`config.mk`:
```
export PLATFORM = sky130hd
export DESIGN_NAME = pwm_multi_ch_flat
export DESIGN_NICKNAME = d
export VERILOG_FILES = /design/src/rtl/pwm_pkg.sv /design/src/rtl/pwm_multi_ch_if.sv /design/src/rtl/pwm_timebase.sv /design/src/rtl/pwm_multi_ch.sv /design/src/flat_wrapper.sv
export SDC_FILE = /design/constraint.sdc
export NUM_CORES = 1
export LEC_CHECK = 0
export ABC_AREA = 0
export CAP_MARGIN = 20
export CELL_PAD_IN_SITES_DETAIL_PLACEMENT = 0
export CELL_PAD_IN_SITES_GLOBAL_PLACEMENT = 1
export CORE_UTILIZATION = 43
export DETAILED_ROUTE_END_ITERATION = 16
export GPL_TIMING_DRIVEN = 0
export PLACE_DENSITY = 0.83
export SLEW_MARGIN = 30
export SYNTH_ARGS = -nofsm -noshare
export SYNTH_HDL_FRONTEND = slang
export SYNTH_SLANG_ARGS = --single-unit
```
`constraint.sdc`:
```
create_clock -name clk -period 8.3 [get_ports clk]
set_input_delay 1.245 -clock clk [delete_from_list [all_inputs] [get_ports clk]]
set_output_delay 1.245 -clock clk [all_outputs]
set_load 0.02 [all_outputs]
```
`src/rtl/pwm_pkg.sv`:
```
// Shared constants and types for the multi-channel PWM generator.
package pwm_pkg;

  localparam logic MODE_EDGE   = 1'b0;
  localparam logic MODE_CENTER = 1'b1;

  typedef enum logic {
    DIR_UP   = 1'b0,
    DIR_DOWN = 1'b1
  } dir_e;

endpackage

```
`src/rtl/pwm_multi_ch_if.sv`:
```
// Control/status bundle between register logic and the PWM generator.
interface pwm_multi_ch_if #(
  parameter int unsigned WIDTH    = 8,
  parameter int unsigned CHANNELS = 4
);

  logic                      en;
  logic                      mode;
  logic [WIDTH-1:0]          period;
  logic [CHANNELS*WIDTH-1:0] duty;
  logic                      load;
  logic [CHANNELS-1:0]       pwm_out;
  logic [WIDTH-1:0]          cnt;
  logic                      period_end;
  logic                      load_ack;

  modport master (
    output en, mode, period, duty, load,
    input  pwm_out, cnt, period_end, load_ack
  );

  modport slave (
    input  en, mode, period, duty, load,
    output pwm_out, cnt, period_end, load_ack
  );

endinterface

```
`src/rtl/pwm_timebase.sv`:
```
// Shared PWM timebase: up or up/down counter, boundary detect, and
// shadow/active period+mode with deferred transfer at the boundary.
module pwm_timebase
  import pwm_pkg::*;
#(
  parameter int unsigned WIDTH = 8
) (
  input  logic             clk,
  input  logic             rst,
  input  logic             i_en,
  input  logic             i_load,
  input  logic             i_mode,
  input  logic [WIDTH-1:0] i_period,
  output logic [WIDTH-1:0] o_cnt,
  output logic             o_period_end,
  output logic             o_load_ack,
  output logic [WIDTH-1:0] o_cnt_nxt_c,
  output logic             o_xfer_c
);

  logic [WIDTH-1:0] r_cnt;
  dir_e             r_dir;
  logic             r_mode_act;
  logic             r_mode_sh;
  logic [WIDTH-1:0] r_period_act;
  logic [WIDTH-1:0] r_period_sh;
  logic             r_pending;
  logic             r_period_end;
  logic             r_load_ack;

  logic [WIDTH-1:0] w_cnt_nxt;
  dir_e             w_dir_nxt;
  logic             w_bnd;
  logic             w_xfer;

  // State register
  always_ff @(posedge clk) begin
    if (rst) begin
      r_cnt        <= '0;
      r_dir        <= DIR_UP;
      r_mode_act   <= MODE_EDGE;
      r_mode_sh    <= MODE_EDGE;
      r_period_act <= '0;
      r_period_sh  <= '0;
      r_pending    <= 1'b0;
      r_period_end <= 1'b0;
      r_load_ack   <= 1'b0;
    end else begin
      r_cnt        <= w_cnt_nxt;
      r_dir        <= w_dir_nxt;
      r_period_end <= w_bnd;
      r_load_ack   <= w_xfer;
      if (w_xfer) begin
        r_mode_act   <= r_mode_sh;
        r_period_act <= r_period_sh;
      end
      // A load on the transfer edge refills the shadow and stays pending.
      if (i_load) begin
        r_mode_sh   <= i_mode;
        r_period_sh <= i_period;
        r_pending   <= 1'b1;
      end else if (w_xfer) begin
        r_pending   <= 1'b0;
      end
    end
  end

  // Next count, direction and boundary
  always_comb begin
    w_cnt_nxt = '0;
    w_dir_nxt = DIR_UP;
    w_bnd     = 1'b0;
    if (i_en) begin
      if (r_period_act == '0) begin
        w_bnd = 1'b1;
      end else if (r_mode_act == MODE_EDGE) begin
        if (r_cnt >= r_period_act) begin
          w_bnd = 1'b1;
        end else begin
          w_cnt_nxt = r_cnt + WIDTH'(1);
        end
      end else if (r_dir == DIR_UP) begin
        w_cnt_nxt = r_cnt + WIDTH'(1);
        w_dir_nxt = (w_cnt_nxt >= r_period_act) ? DIR_DOWN : DIR_UP;
      end else begin
        w_cnt_nxt = r_cnt - WIDTH'(1);
        w_bnd     = (w_cnt_nxt == '0);
        w_dir_nxt = w_bnd ? DIR_UP : DIR_DOWN;
      end
    end
    // While disabled a pending shadow drains on the next edge.
    w_xfer = r_pending & (~i_en | w_bnd);
    if (w_xfer) begin
      w_dir_nxt = DIR_UP;
    end
  end

  assign o_cnt        = r_cnt;
  assign o_period_end = r_period_end;
  assign o_load_ack   = r_load_ack;
  assign o_cnt_nxt_c  = w_cnt_nxt;
  assign o_xfer_c     = w_xfer;

endmodule

```
`src/rtl/pwm_multi_ch.sv`:
```
// Multi-channel PWM: shared timebase plus per-channel shadowed duty
// comparators, outputs registered from next-state count and duty.
module pwm_multi_ch
  import pwm_pkg::*;
#(
  parameter int unsigned WIDTH    = 8,
  parameter int unsigned CHANNELS = 4
) (
  input  logic          clk,
  input  logic          rst,
  pwm_multi_ch_if.slave bus
);

  logic [WIDTH-1:0]    w_cnt;
  logic [WIDTH-1:0]    w_cnt_nxt;
  logic                w_period_end;
  logic                w_load_ack;
  logic                w_xfer;
  logic [CHANNELS-1:0] w_pwm_nxt;
  logic [CHANNELS-1:0] r_pwm;

  pwm_timebase #(
    .WIDTH (WIDTH)
  ) u_timebase (
    .clk          (clk),
    .rst          (rst),
    .i_en         (bus.en),
    .i_load       (bus.load),
    .i_mode       (bus.mode),
    .i_period     (bus.period),
    .o_cnt        (w_cnt),
    .o_period_end (w_period_end),
    .o_load_ack   (w_load_ack),
    .o_cnt_nxt_c  (w_cnt_nxt),
    .o_xfer_c     (w_xfer)
  );

  for (genvar gi = 0; gi < CHANNELS; gi++) begin : g_ch
    logic [WIDTH-1:0] r_duty_sh;
    logic [WIDTH-1:0] r_duty_act;
    logic [WIDTH-1:0] w_duty_nxt;

    always_ff @(posedge clk) begin
      if (rst) begin
        r_duty_sh  <= '0;
        r_duty_act <= '0;
      end else begin
        if (w_xfer) begin
          r_duty_act <= r_duty_sh;
        end
        if (bus.load) begin
          r_duty_sh <= bus.duty[gi*WIDTH +: WIDTH];
        end
      end
    end

    // Compare against the duty that will be active in the next cycle.
    assign w_duty_nxt    = w_xfer ? r_duty_sh : r_duty_act;
    assign w_pwm_nxt[gi] = bus.en & (w_cnt_nxt < w_duty_nxt);
  end

  always_ff @(posedge clk) begin
    if (rst) begin
      r_pwm <= '0;
    end else begin
      r_pwm <= w_pwm_nxt;
    end
  end

  assign bus.pwm_out    = r_pwm;
  assign bus.cnt        = w_cnt;
  assign bus.period_end = w_period_end;
  assign bus.load_ack   = w_load_ack;

endmodule
```
`src/flat_wrapper.sv`:
```
// flat-port wrapper written by rule: the top's interface ports become plain ports
module pwm_multi_ch_flat import pwm_pkg::*;
#(
  parameter int unsigned WIDTH    = 8,
  parameter int unsigned CHANNELS = 4
)
  (clk, rst, bus_en, bus_mode, bus_period, bus_duty, bus_load, bus_pwm_out, bus_cnt, bus_period_end, bus_load_ack);
  pwm_multi_ch_if #(.WIDTH(WIDTH), .CHANNELS(CHANNELS)) bus_i ();
  input  logic clk;
  input  logic rst;
  input wire logic [$bits(bus_i.en)-1:0] bus_en;
  input wire logic [$bits(bus_i.mode)-1:0] bus_mode;
  input wire logic [$bits(bus_i.period)-1:0] bus_period;
  input wire logic [$bits(bus_i.duty)-1:0] bus_duty;
  input wire logic [$bits(bus_i.load)-1:0] bus_load;
  output wire logic [$bits(bus_i.pwm_out)-1:0] bus_pwm_out;
  output wire logic [$bits(bus_i.cnt)-1:0] bus_cnt;
  output wire logic [$bits(bus_i.period_end)-1:0] bus_period_end;
  output wire logic [$bits(bus_i.load_ack)-1:0] bus_load_ack;
  assign bus_i.en = bus_en;
  assign bus_i.mode = bus_mode;
  assign bus_i.period = bus_period;
  assign bus_i.duty = bus_duty;
  assign bus_i.load = bus_load;
  assign bus_pwm_out = bus_i.pwm_out;
  assign bus_cnt = bus_i.cnt;
  assign bus_period_end = bus_i.period_end;
  assign bus_load_ack = bus_i.load_ack;
  pwm_multi_ch #(.WIDTH(WIDTH), .CHANNELS(CHANNELS)) u_core (.clk(clk), .rst(rst), .bus(bus_i));
endmodule
```
==> summary.md, run 1 <==
| Metric | Value |
|---|---|
| Cts repair resizes | 0 |
| CP Launch Type | register |
| Die area | 13100 um^2 |
| Clk buf depth | 2 |
| First-pass GRT wire length | 24300 um |
| Die Y | 114 um |
| Post-synth top area share | 36.2% |
| Final setup TNS | 0 ns |
| Ports | 59 |
| Vias/cell | 5.73 |
| GP Congestion | 0.875 |
| DP HPWL | 11100 um |
| Avg Cell Area, Syn | 9.07 um^2 |
| Final instance area | 6510 um^2 |
| Ys async rst share | 0% |
| Post-synth cell types | 49 |
| Port bufs | 57 |
| Maximum vdd drop | 0.000145 V |
| EDFF count, synth | 0 |
| DRT iter0 DRCs | 369 |
| Final setup violating endpoints | 0 |
| Final Util | 53.5% |
| Hold_ws | 0.497 ns |
| Initial Util | 44.6% |
| Final Power | 1.06 mW |
| Clock Latency Late Sink | 0.36 ns |
| Outcome | complete, no violations |
| First-pass DRT Iterations | 5 |
| Tcrit/Tclk final | 63.1% |
| Largest net degree at the start of global routing | 18 |
| CTS tree | done |
| Critical path required time | 8.57 ns |
| Root Driver | clkbuf_16 |
| Hold Buf Count CTS | 0 |
| Number of setup buffers added after CTS | 0 |
| FF+latch count, synth | 98 |
| Synth Flop Type | dfxtp_1 |
| Vias | 4806 |
| Initial antenna violation count | 0 |
| Slew margin rel. | 32.0% |
| DRT Wirelength | 15000 um |
| Pre-CTS setup slack | 3.04 ns |
| Sink Count | 98 |
| CP Max Fanout | 10 |
| Most common cell after layout, fill and taps aside | dfxtp_1 |
| Routed Antenna Nets | 0 |
| Final WS setup | 3.06 ns |
| Worst hold-check path type | reg -> reg |
| Gate Count Post-Synth | 598 |
| WL per Instance | 17.9 um |
| Post-synthesis sequential area ratio | 36.2% |
| Leading area contributor after synthesis | dfxtp_1 |
| Syn nets | 690 |
| RSZ-0062 raised after global routing | no |
| Fin Clk Skew | 0.00659 ns |
| Lkg Pwr | 2.51 nW |
| Dpl cell area | 6200 um^2 |
| GRT overflow | 0 |
| TritonCTS buffer count | 9 |
| Clock period minus worst slack | 5.24 ns |
| Crit end category | register |
| ANT cells | 0 |
| Fin cells | 839 |
| Max Slew Vio Count | 0 |
| Hold Vio Cnt, Final | 0 |
| Cell Rows | 40 |
| Least-Margin Pin Slew | 0.995 ns |
| FMAX | 0.191 GHz |
| Worst-path clk slew | 0.07 ns |
| Pwr Density | 163 nW/um^2 |
| Fill cell count | 1138 |
| Max Cap Viol | 0 |
| Crit path arrival time | 5.50 ns |
| Area Growth Syn to Fin | 20.0% |
| Post-Synthesis Cell Area | 5420 um^2 |
| H-tree levels | 3 |
| Nets@finish | 758 |
| CORE AREA | 12200 um^2 |
| Vias in the first global route | 4788 |
| GRT Total Usage | 24.6% |
| Die width | 114 um |
| Critical path type | reg -> reg |
| Synth warn | 0 |
| Commonest non-fill, non-tap cells in the layout | dfxtp_1 (98), o211ai_1 (89), nor2_1 (57), clkdlybuf4s50_1 (57), a21oi_1 (51) |
| Share of cells above drive strength 1 | 4.92% |
| Synth top area cells | dfxtp_1 (36%), o211ai_1 (12%), ha_1 (11%), mux2i_1 (7.9%), a21oi_1 (4.7%) |
| Inst Count DP | 823 |
| DRC viols | 0 |
cells in the mapped netlist, types with 6 or more instances:
library cell  number
a21o_1             8
buf_4              6
nand3_1           10
nand4_1            6
mux2i_1           43
clkbuf_1          26
o21ai_0            9
o211ai_1          89
dfxtp_1           98
a21oi_1           51
and3_1             7
ha_1              47
and2_1            40
nand2_1           11
nor2_1            57
xnor2_1            7
buf_1             10
inv_1             14
metal layers:
layer	track usage, %	vias up	routed length, um
met3	4.34	36	1130
met2	39.1	171	6650
met1	32.1	2251	6760
li1	-	2348	-
met4	12.0	0	458
met5	0	-	0
flip-flops by register name (all words and copies together) (netlist names):
register,flops
u_core.g_ch.r_duty_sh,32
u_core.u_timebase.r_dir,1
u_core.u_timebase.r_pending,1
u_core.u_timebase.r_period_act,8
u_core.u_timebase.r_mode_sh,1
u_core.u_timebase.r_period_sh,8
u_core.u_timebase.o_cnt,8
u_core.u_timebase.o_period_end,1
u_core.u_timebase.o_load_ack,1
u_core.bus.pwm_out,4
u_core.u_timebase.r_mode_act,1
u_core.g_ch.r_duty_act,32
report_power, final:
| group | total [mW] | leakage (nW) | switching (mW) | internal (mW) |
|---|---|---|---|---|
| registers | 0.501 | 0.801 | 0.0111 | 0.490 |
| logic | 0.125 | 1.57 | 0.0674 | 0.0574 |
| clock network | 0.435 | 0.141 | 0.198 | 0.238 |
cell type report:
cell class / count / area [um^2] / area share (%)
Multi-Input combinational cell: 439 / 3200 / 49.2
Sequential cell: 98 / 1960 / 30.1
Timing Repair Buffer: 57 / 571 / 8.77
Clock buffer: 10 / 229 / 3.52
Tap cell: 168 / 210 / 3.23
Buffer: 46 / 201 / 3.10
Clock inverter: 6 / 73.8 / 1.13
Inverter: 15 / 56.3 / 0.865
kinds of logic (layout without fill, tap and decap cells):
| group | after synthesis | after routing | share of synthesized area [%] |
|---|---|---|---|
| compound gates | 188 | 188 | 23.9 |
| simple gates | 148 | 148 | 14.3 |
| flops | 98 | 98 | 36.2 |
| buf+inv | 61 | 134 | 4.73 |
| fa+ha+maj | 47 | 47 | 10.8 |
| mux | 44 | 44 | 8.14 |
| xor+xnor | 12 | 12 | 1.94 |
path summary, 6_finish.rpt:
| check | endpoint | slack, ns | from | cells after the start |
|---|---|---|---|---|
| setup / recovery | u_core.bus.pwm_out[2]$_SDFF_PP0_ | 3.06 | u_core.u_timebase.o_cnt[0]$_SDFF_PP0_ | 16 |
| hold / removal | u_core.g_ch[0].r_duty_act[5]$_SDFF_PP0_ | 0.50 | u_core.g_ch[0].r_duty_act[5]$_SDFF_PP0_ | 2 |
| setup reg to reg | u_core.bus.pwm_out[2]$_SDFF_PP0_ | 3.06 | u_core.u_timebase.o_cnt[0]$_SDFF_PP0_ | 16 |
| hold reg to reg | u_core.g_ch[0].r_duty_act[5]$_SDFF_PP0_ | 0.50 | u_core.g_ch[0].r_duty_act[5]$_SDFF_PP0_ | 2 |
worst max-delay path, cell delays in order (launching register included):
cell	delay, ns
dfxtp_1	0.42
buf_2	0.22
inv_1	0.12
ha_1	0.31
nand2b_1	0.17
a2111oi_2	0.41
o211a_1	0.23
o21ai_1	0.10
clkbuf_1	0.29
clkbuf_1	0.36
nor2_1	0.60
ha_1	0.37
a21o_1	0.17
a2111oi_0	0.89
and2_1	0.23
o2111ai_1	0.11
o211ai_1	0.17
No activity file was read; power rests on OpenSTA's default activity.
==> inputs of run 2 (changes only) <==
--- a/config.mk
+++ b/config.mk
@@ -9,10 +9,10 @@
 export CAP_MARGIN = 20
 export CELL_PAD_IN_SITES_DETAIL_PLACEMENT = 0
 export CELL_PAD_IN_SITES_GLOBAL_PLACEMENT = 1
-export CORE_UTILIZATION = 43
+export CORE_UTILIZATION = 39
 export DETAILED_ROUTE_END_ITERATION = 16
 export GPL_TIMING_DRIVEN = 0
-export PLACE_DENSITY = 0.83
+export PLACE_DENSITY = 0.8
 export SLEW_MARGIN = 30
 export SYNTH_ARGS = -nofsm -noshare
 export SYNTH_HDL_FRONTEND = slang
==> constraint.sdc (replaced) <==
create_clock -name clk -period 4.58 [get_ports clk]
set_input_delay 0.687 -clock clk [delete_from_list [all_inputs] [get_ports clk]]
set_output_delay 0.687 -clock clk [all_outputs]
set_load 0.02 [all_outputs]
==> run 2 against run 1 <==
Net effect:
- via count down 0.92%
- clock power up 58%
- critical endpoint unchanged
- fmax up 22%
- power up 72%
- sequential share of layout area about the same
- critical path depth up 1
- core utilization down 4.9 points
- final cell count up 0.72%
- register-to-register slack worse by 2.8 ns
- routed wire length up 0.83%
- die area up 10%
- clock-buffer cell count unchanged
==> summary.md, run 2 (synthesis gave the netlist of run 1 again) <==
| Metric | Value |
|---|---|
| Max Slew Vio Count | 0 |
| Clk buf depth | 2 |
| Die Y | 120 um |
| Vias/cell | 5.64 |
| Tcrit/Tclk final | 93.6% |
| Share of cells above drive strength 1 | 5.98% |
| DRC viols | 0 |
| CP Max Fanout | 10 |
| Crit end category | register |
| CP Launch Type | register |
| P_int | 1.36 mW |
| Initial Util | 40.5% |
| Maximum vdd drop | 0.000184 V |
| Clock Latency Late Sink | 0.35 ns |
| Fin Clk Skew | 0.00892 ns |
| First-pass GRT wire length | 24400 um |
| Clock power frac | 37.8% |
| Fill cell count | 1272 |
| CTS tree | done |
| Root Driver | clkbuf_16 |
| Number of setup buffers added after CTS | 0 |
| Least-Margin Pin Slew | 0.882 ns |
| Commonest non-fill, non-tap cells in the layout | dfxtp_1 (97), o211ai_1 (89), clkdlybuf4s50_1 (57) |
| Vias in the first global route | 4820 |
| RSZ-0062 raised after global routing | no |
| Largest net degree at the start of global routing | 16 |
| DP HPWL | 11400 um |
| Hold Vio Cnt, Final | 0 |
| Final setup violating endpoints | 0 |
| Worst hold-check path type | reg -> reg |
| Max Cap Viol | 0 |
| Routed wl met2 | 7250 um |
| WL per Instance | 17.9 um |
| DRT Wirelength | 15100 um |
| CORE AREA | 13400 um^2 |
| GRT Total Usage | 22.2% |
| Worst-path clk slew | 0.07 ns |
| H-tree levels | 3 |
| FMAX | 0.233 GHz |
| Ports | 59 |
| Routed Antenna Nets | 0 |
| Pre-CTS setup slack | -0.503 ns |
| Vias | 4762 |
| GRT overflow | 0 |
| Clock period minus worst slack | 4.29 ns |
| GP Congestion | 0.867 |
| Slew margin rel. | 41.2% |
| Area Growth Syn to Fin | 20.1% |
| Sw frac | 25.7% |
| Pwr Density | 280 nW/um^2 |
| Crit path arrival time | 4.54 ns |
| DRT iter0 DRCs | 346 |
| Fin cells | 845 |
| Final WS setup | 0.292 ns |
| Die width | 120 um |
| Lkg Pwr | 2.50 nW |
| Met1 Wirelength | 6960 um |
| Port bufs | 57 |
| Largest regs | u_core.g_ch.r_duty_act: 32 flops, u_core.g_ch.r_duty_sh: 32 flops |
| Critical path type | reg -> reg |
| Critical path required time | 4.83 ns |
| Cell Rows | 42 |
| Nets@finish | 757 |
| Sink Count | 98 |
| ANT cells | 0 |
| Final setup TNS | 0 ns |
| Hold Buf Count CTS | 0 |
| Outcome | complete, no violations |
| Psw | 0.468 mW |
| Inst Count DP | 831 |
| Most common cell after layout, fill and taps aside | dfxtp_1 |
| Flop pwr share | 49.8% |
| Comb power frac | 12.4% |
| First-pass DRT Iterations | 5 |
| TritonCTS buffer count | 9 |
| Initial antenna violation count | 0 |
| Die area | 14400 um^2 |
| DR top layer | met4 |
| Met3 wire len | 580 um |
==> run 2: cell type report <==
type | count | area, um^2 | share of cell area (%)
buffer | 45 | 201 | 3.09
clock buffer | 10 | 229 | 3.51
clock inverter | 5 | 32.5 | 0.499
inverter | 15 | 56.3 | 0.864
multi-input combinational | 439 | 3240 | 49.8
sequential | 98 | 1960 | 30.1
tap | 176 | 220 | 3.38
timing repair buffer | 57 | 571 | 8.76
==> run 2: worst paths after layout <==
check	start	to	slack, ns	cells after the start
max	u_core.u_timebase.o_cnt[1]$_SDFF_PP0_	u_core.bus.pwm_out[2]$_SDFF_PP0_	0.29	17
max reg2reg	u_core.u_timebase.o_cnt[1]$_SDFF_PP0_	u_core.bus.pwm_out[2]$_SDFF_PP0_	0.29	17
min reg2reg	u_core.g_ch[2].r_duty_act[4]$_SDFF_PP0_	u_core.g_ch[2].r_duty_act[4]$_SDFF_PP0_	0.49	2
min	u_core.g_ch[2].r_duty_act[4]$_SDFF_PP0_	u_core.g_ch[2].r_duty_act[4]$_SDFF_PP0_	0.49	2
==> run 2: critical path, stage by stage (launching register included) <==
cell	delay (ns)
dfxtp_1	0.54
inv_1	0.12
ha_2	0.24
o21bai_1	0.17
a211o_1	0.34
a211oi_4	0.34
and3_1	0.20
buf_4	0.17
buf_4	0.20
o211ai_1	0.11
and2_1	0.20
ha_1	0.32
a21o_1	0.18
a21o_1	0.20
a2111oi_4	0.41
and2_1	0.18
o2111ai_1	0.11
o211ai_1	0.16
==> run 2: power by group through the flow <==
| stage | logic [mW] | registers [mW] | clock network [mW] |
|---|---|---|---|
| after floorplan | 0.131 | 0.924 | 0 |
| after global placement | 0.220 | 0.926 | 0 |
| after detailed placement | 0.225 | 0.927 | 0 |
| after CTS | 0.226 | 0.907 | 0.706 |
| after global routing | 0.249 | 0.912 | 0.741 |
| final | 0.226 | 0.908 | 0.689 |
==> run 2: through the flow <==
step           hold WS, ns  total power, mW  utilization (%)  cell area, um^2
6_report             0.493             1.82             48.6             6520
5_1_grt              0.516             1.90             48.6             6520
4_1_cts              0.500             1.84             48.4             6490
3_5_place_dp         0.486             1.15             46.4             6210
3_3_place_gp         0.478             1.15             46.4             6210
2_1_floorplan        0.461             1.05                -             5420
==> run 2: repair_timing <==
action,in CTS,in global routing
pin swaps,0,1
endpoints found under the setup margin,3,4
gates resized for setup,6,10
==> run 2: metal layers <==
layer | track usage [%] | up-vias
met3 | 4.90 | 24
met4 | 7.73 | 0
met1 | 27.8 | 2298
met2 | 37.3 | 105
met5 | 0 | -
li1 | - | 2335
==> inputs of run 3 (changes only) <==
--- a/config.mk
+++ b/config.mk
@@ -12,6 +12,7 @@
 export CORE_UTILIZATION = 39
 export DETAILED_ROUTE_END_ITERATION = 16
 export GPL_TIMING_DRIVEN = 0
+export MAX_ROUTING_LAYER = met4
 export PLACE_DENSITY = 0.8
 export SLEW_MARGIN = 30
 export SYNTH_ARGS = -nofsm -noshare
==> run 3 against run 2 <==
Net effect:
- register-to-register slack better by 0.03 ns
- cell area is 1.5% higher
- clock power up 30%
- first-iteration DRC count shrank 13%
- largest power group unchanged
==> summary.md, run 3 (synthesis gave the netlist of run 1 again) <==
| Metric | Value |
|---|---|
| Capturing point of the worst reg2reg path | u_core.bus.pwm_out[2]$_SDFF_PP0_ |
| Least-Margin Pin Slew | 0.883 ns |
| Hold Vio Cnt, Final | 0 |
| Crit path arrival time | 4.53 ns |
| Nets@finish | 757 |
| Inst Count DP | 831 |
| CTS tree | done |
| Initial Util | 40.5% |
| Clock period minus worst slack | 4.26 ns |
| Fin Clk Skew | 0.00454 ns |
| Sink Count | 98 |
| Maximum vdd drop | 0.000172 V |
| Max Slew Vio Count | 0 |
| Lkg Pwr | 2.56 nW |
| Largest net degree at the start of global routing | 17 |
| GP Congestion | 0.894 |
| R2R Setup Slk | 0.32 ns |
| Vias in the first global route | 4535 |
| H-tree levels | 3 |
| Final Util | 49.3% |
| Tcrit/Tclk final | 93.0% |
| Number of setup buffers added after CTS | 0 |
| CP Max Fanout | 12 |
| DRC viols | 0 |
| DRT Wirelength | 15200 um |
| Die area | 14400 um^2 |
| Routed Antenna Nets | 0 |
| CP Launch Type | register |
| Commonest non-fill, non-tap cells in the layout | dfxtp_1 (96), o211ai_1 (89), clkdlybuf4s50_1 (57) |
| Crit Reg-Reg Startpoint | u_core.u_timebase.o_cnt[0]$_SDFF_PP0_ |
| Critical Path End | u_core.bus.pwm_out[2]$_SDFF_PP0_ |
| Root Driver | clkbuf_16 |
| DRT iter0 DRCs | 302 |
| TritonCTS buffer count | 9 |
| Worst-path clk slew | 0.07 ns |
| RSZ-0062 raised after global routing | no |
| Pwr Density | 307 nW/um^2 |
| Final setup TNS | 0 ns |
| Die Y | 120 um |
| Final setup violating endpoints | 0 |
| Vias/cell | 5.61 |
| Most common cell after layout, fill and taps aside | dfxtp_1 |
| GRT overflow | 0 |
| Clock Latency Late Sink | 0.35 ns |
| Ports | 59 |
| Crit end category | register |
| Worst hold-check path type | reg -> reg |
| Fill cell count | 1248 |
| Initial antenna violation count | 0 |
| Die width | 120 um |
| Vias | 4748 |
| Fin cells | 846 |
| Share of cells above drive strength 1 | 6.87% |
| ANT cells | 0 |
| Clk buf depth | 2 |
| Critical path required time | 4.84 ns |
| Cell Rows | 42 |
| FMAX | 0.235 GHz |
| Port bufs | 57 |
| First-pass GRT wire length | 24200 um |
| Critical path type | reg -> reg |
| Worst r2r path cells | 17 |
| Crit. Startpoint | u_core.u_timebase.o_cnt[0]$_SDFF_PP0_ |
| Largest regs | u_core.g_ch.r_duty_act: 32 flops, u_core.g_ch.r_duty_sh: 32 flops |
| CORE AREA | 13400 um^2 |
| First-pass DRT Iterations | 5 |
| Hold path startpoint | u_core.g_ch[0].r_duty_act[3]$_SDFF_PP0_ |
| Slew margin rel. | 40.6% |
| WL per Instance | 18.0 um |
| Max Cap Viol | 0 |
| Outcome | complete, no violations |
| Area Growth Syn to Fin | 21.9% |
| GRT Total Usage | 22.9% |
| DP HPWL | 11300 um |
## run 3: routing by layer
| layer | global-route usage (%) | vias to the layer above | part of all wire, % |
|---|---|---|---|
| met2 | 36.5 | 115 | 48 |
| li1 | - | 2341 | - |
| met5 | - | - | 0 |
| met1 | 28.9 | 2272 | 45 |
| met4 | 9.69 | 0 | 2.7 |
| met3 | 3.28 | 20 | 4.3 |
## run 3: how the worst min path moves through the flow
stage | endpoint | slack, ns | cells past startpoint
finish | u_core.g_ch[0].r_duty_act[3]$_SDFF_PP0_ | 0.49 | 2
global route | u_core.g_ch[1].r_duty_act[0]$_SDFF_PP0_ | 0.51 | 2
CTS | u_core.g_ch[1].r_duty_act[0]$_SDFF_PP0_ | 0.50 | 2
detailed placement | u_core.g_ch[1].r_duty_act[0]$_SDFF_PP0_ | 0.48 | 2
global placement | u_core.g_ch[3].r_duty_act[2]$_SDFF_PP0_ | 0.48 | 2
floorplan | u_core.g_ch[0].r_duty_sh[1]$_SDFFE_PP0P_ | 0.46 | 2
## run 3: area by class of cell
cell class                 count  area (um^2)  share of cell area (%)
inverter                      15         56.3                   0.852
clock inverter                 6          111                    1.68
tap                          176          220                    3.33
timing repair buffer          57          571                    8.63
buffer                        45          205                    3.10
clock buffer                  10          239                    3.62
sequential                    98         1960                    29.7
multi-input combinational    439         3240                    49.1
## run 3: worst max-delay path, stage by stage (launching register included)
cell       delay (ns)
dfxtp_2          0.46
inv_1            0.15
ha_2             0.26
o21bai_1         0.18
a211o_1          0.33
a211oi_4         0.34
and3_1           0.20
buf_4            0.17
buf_4            0.20
o211ai_1         0.11
and2_1           0.20
ha_1             0.31
a21o_1           0.19
a21o_1           0.20
a2111oi_4        0.41
and2_1           0.18
o2111ai_1        0.11
o211ai_1         0.17
## run 3: stage by stage
step / power, mW / setup slack, ns / hold WS [ns] / instance area, um^2
floorplan: 1.05 / 0.473 / 0.461 / 5420
finish: 2.03 / 0.319 / 0.493 / 6610
global placement: 1.15 / -0.527 / 0.479 / 6210
global route: 2.10 / 0.0292 / 0.510 / 6610
CTS: 2.04 / 0.00568 / 0.495 / 6580
detailed placement: 1.15 / -0.532 / 0.484 / 6210
## run 3: timing repair
item,4_1_cts,5_1_grt
hold buffers,0,0
pin swaps,0,1
cloned,0,0
gates resized for setup,5,17
setup endpoints to repair,3,4
## run 3: report_power, final
part / internal (mW) / total (mW) / switching [mW]
clock network: 0.550 / 0.895 / 0.345
logic: 0.105 / 0.227 / 0.122
registers: 0.887 / 0.908 / 0.0206
total: 1.54 / 2.03 / 0.488
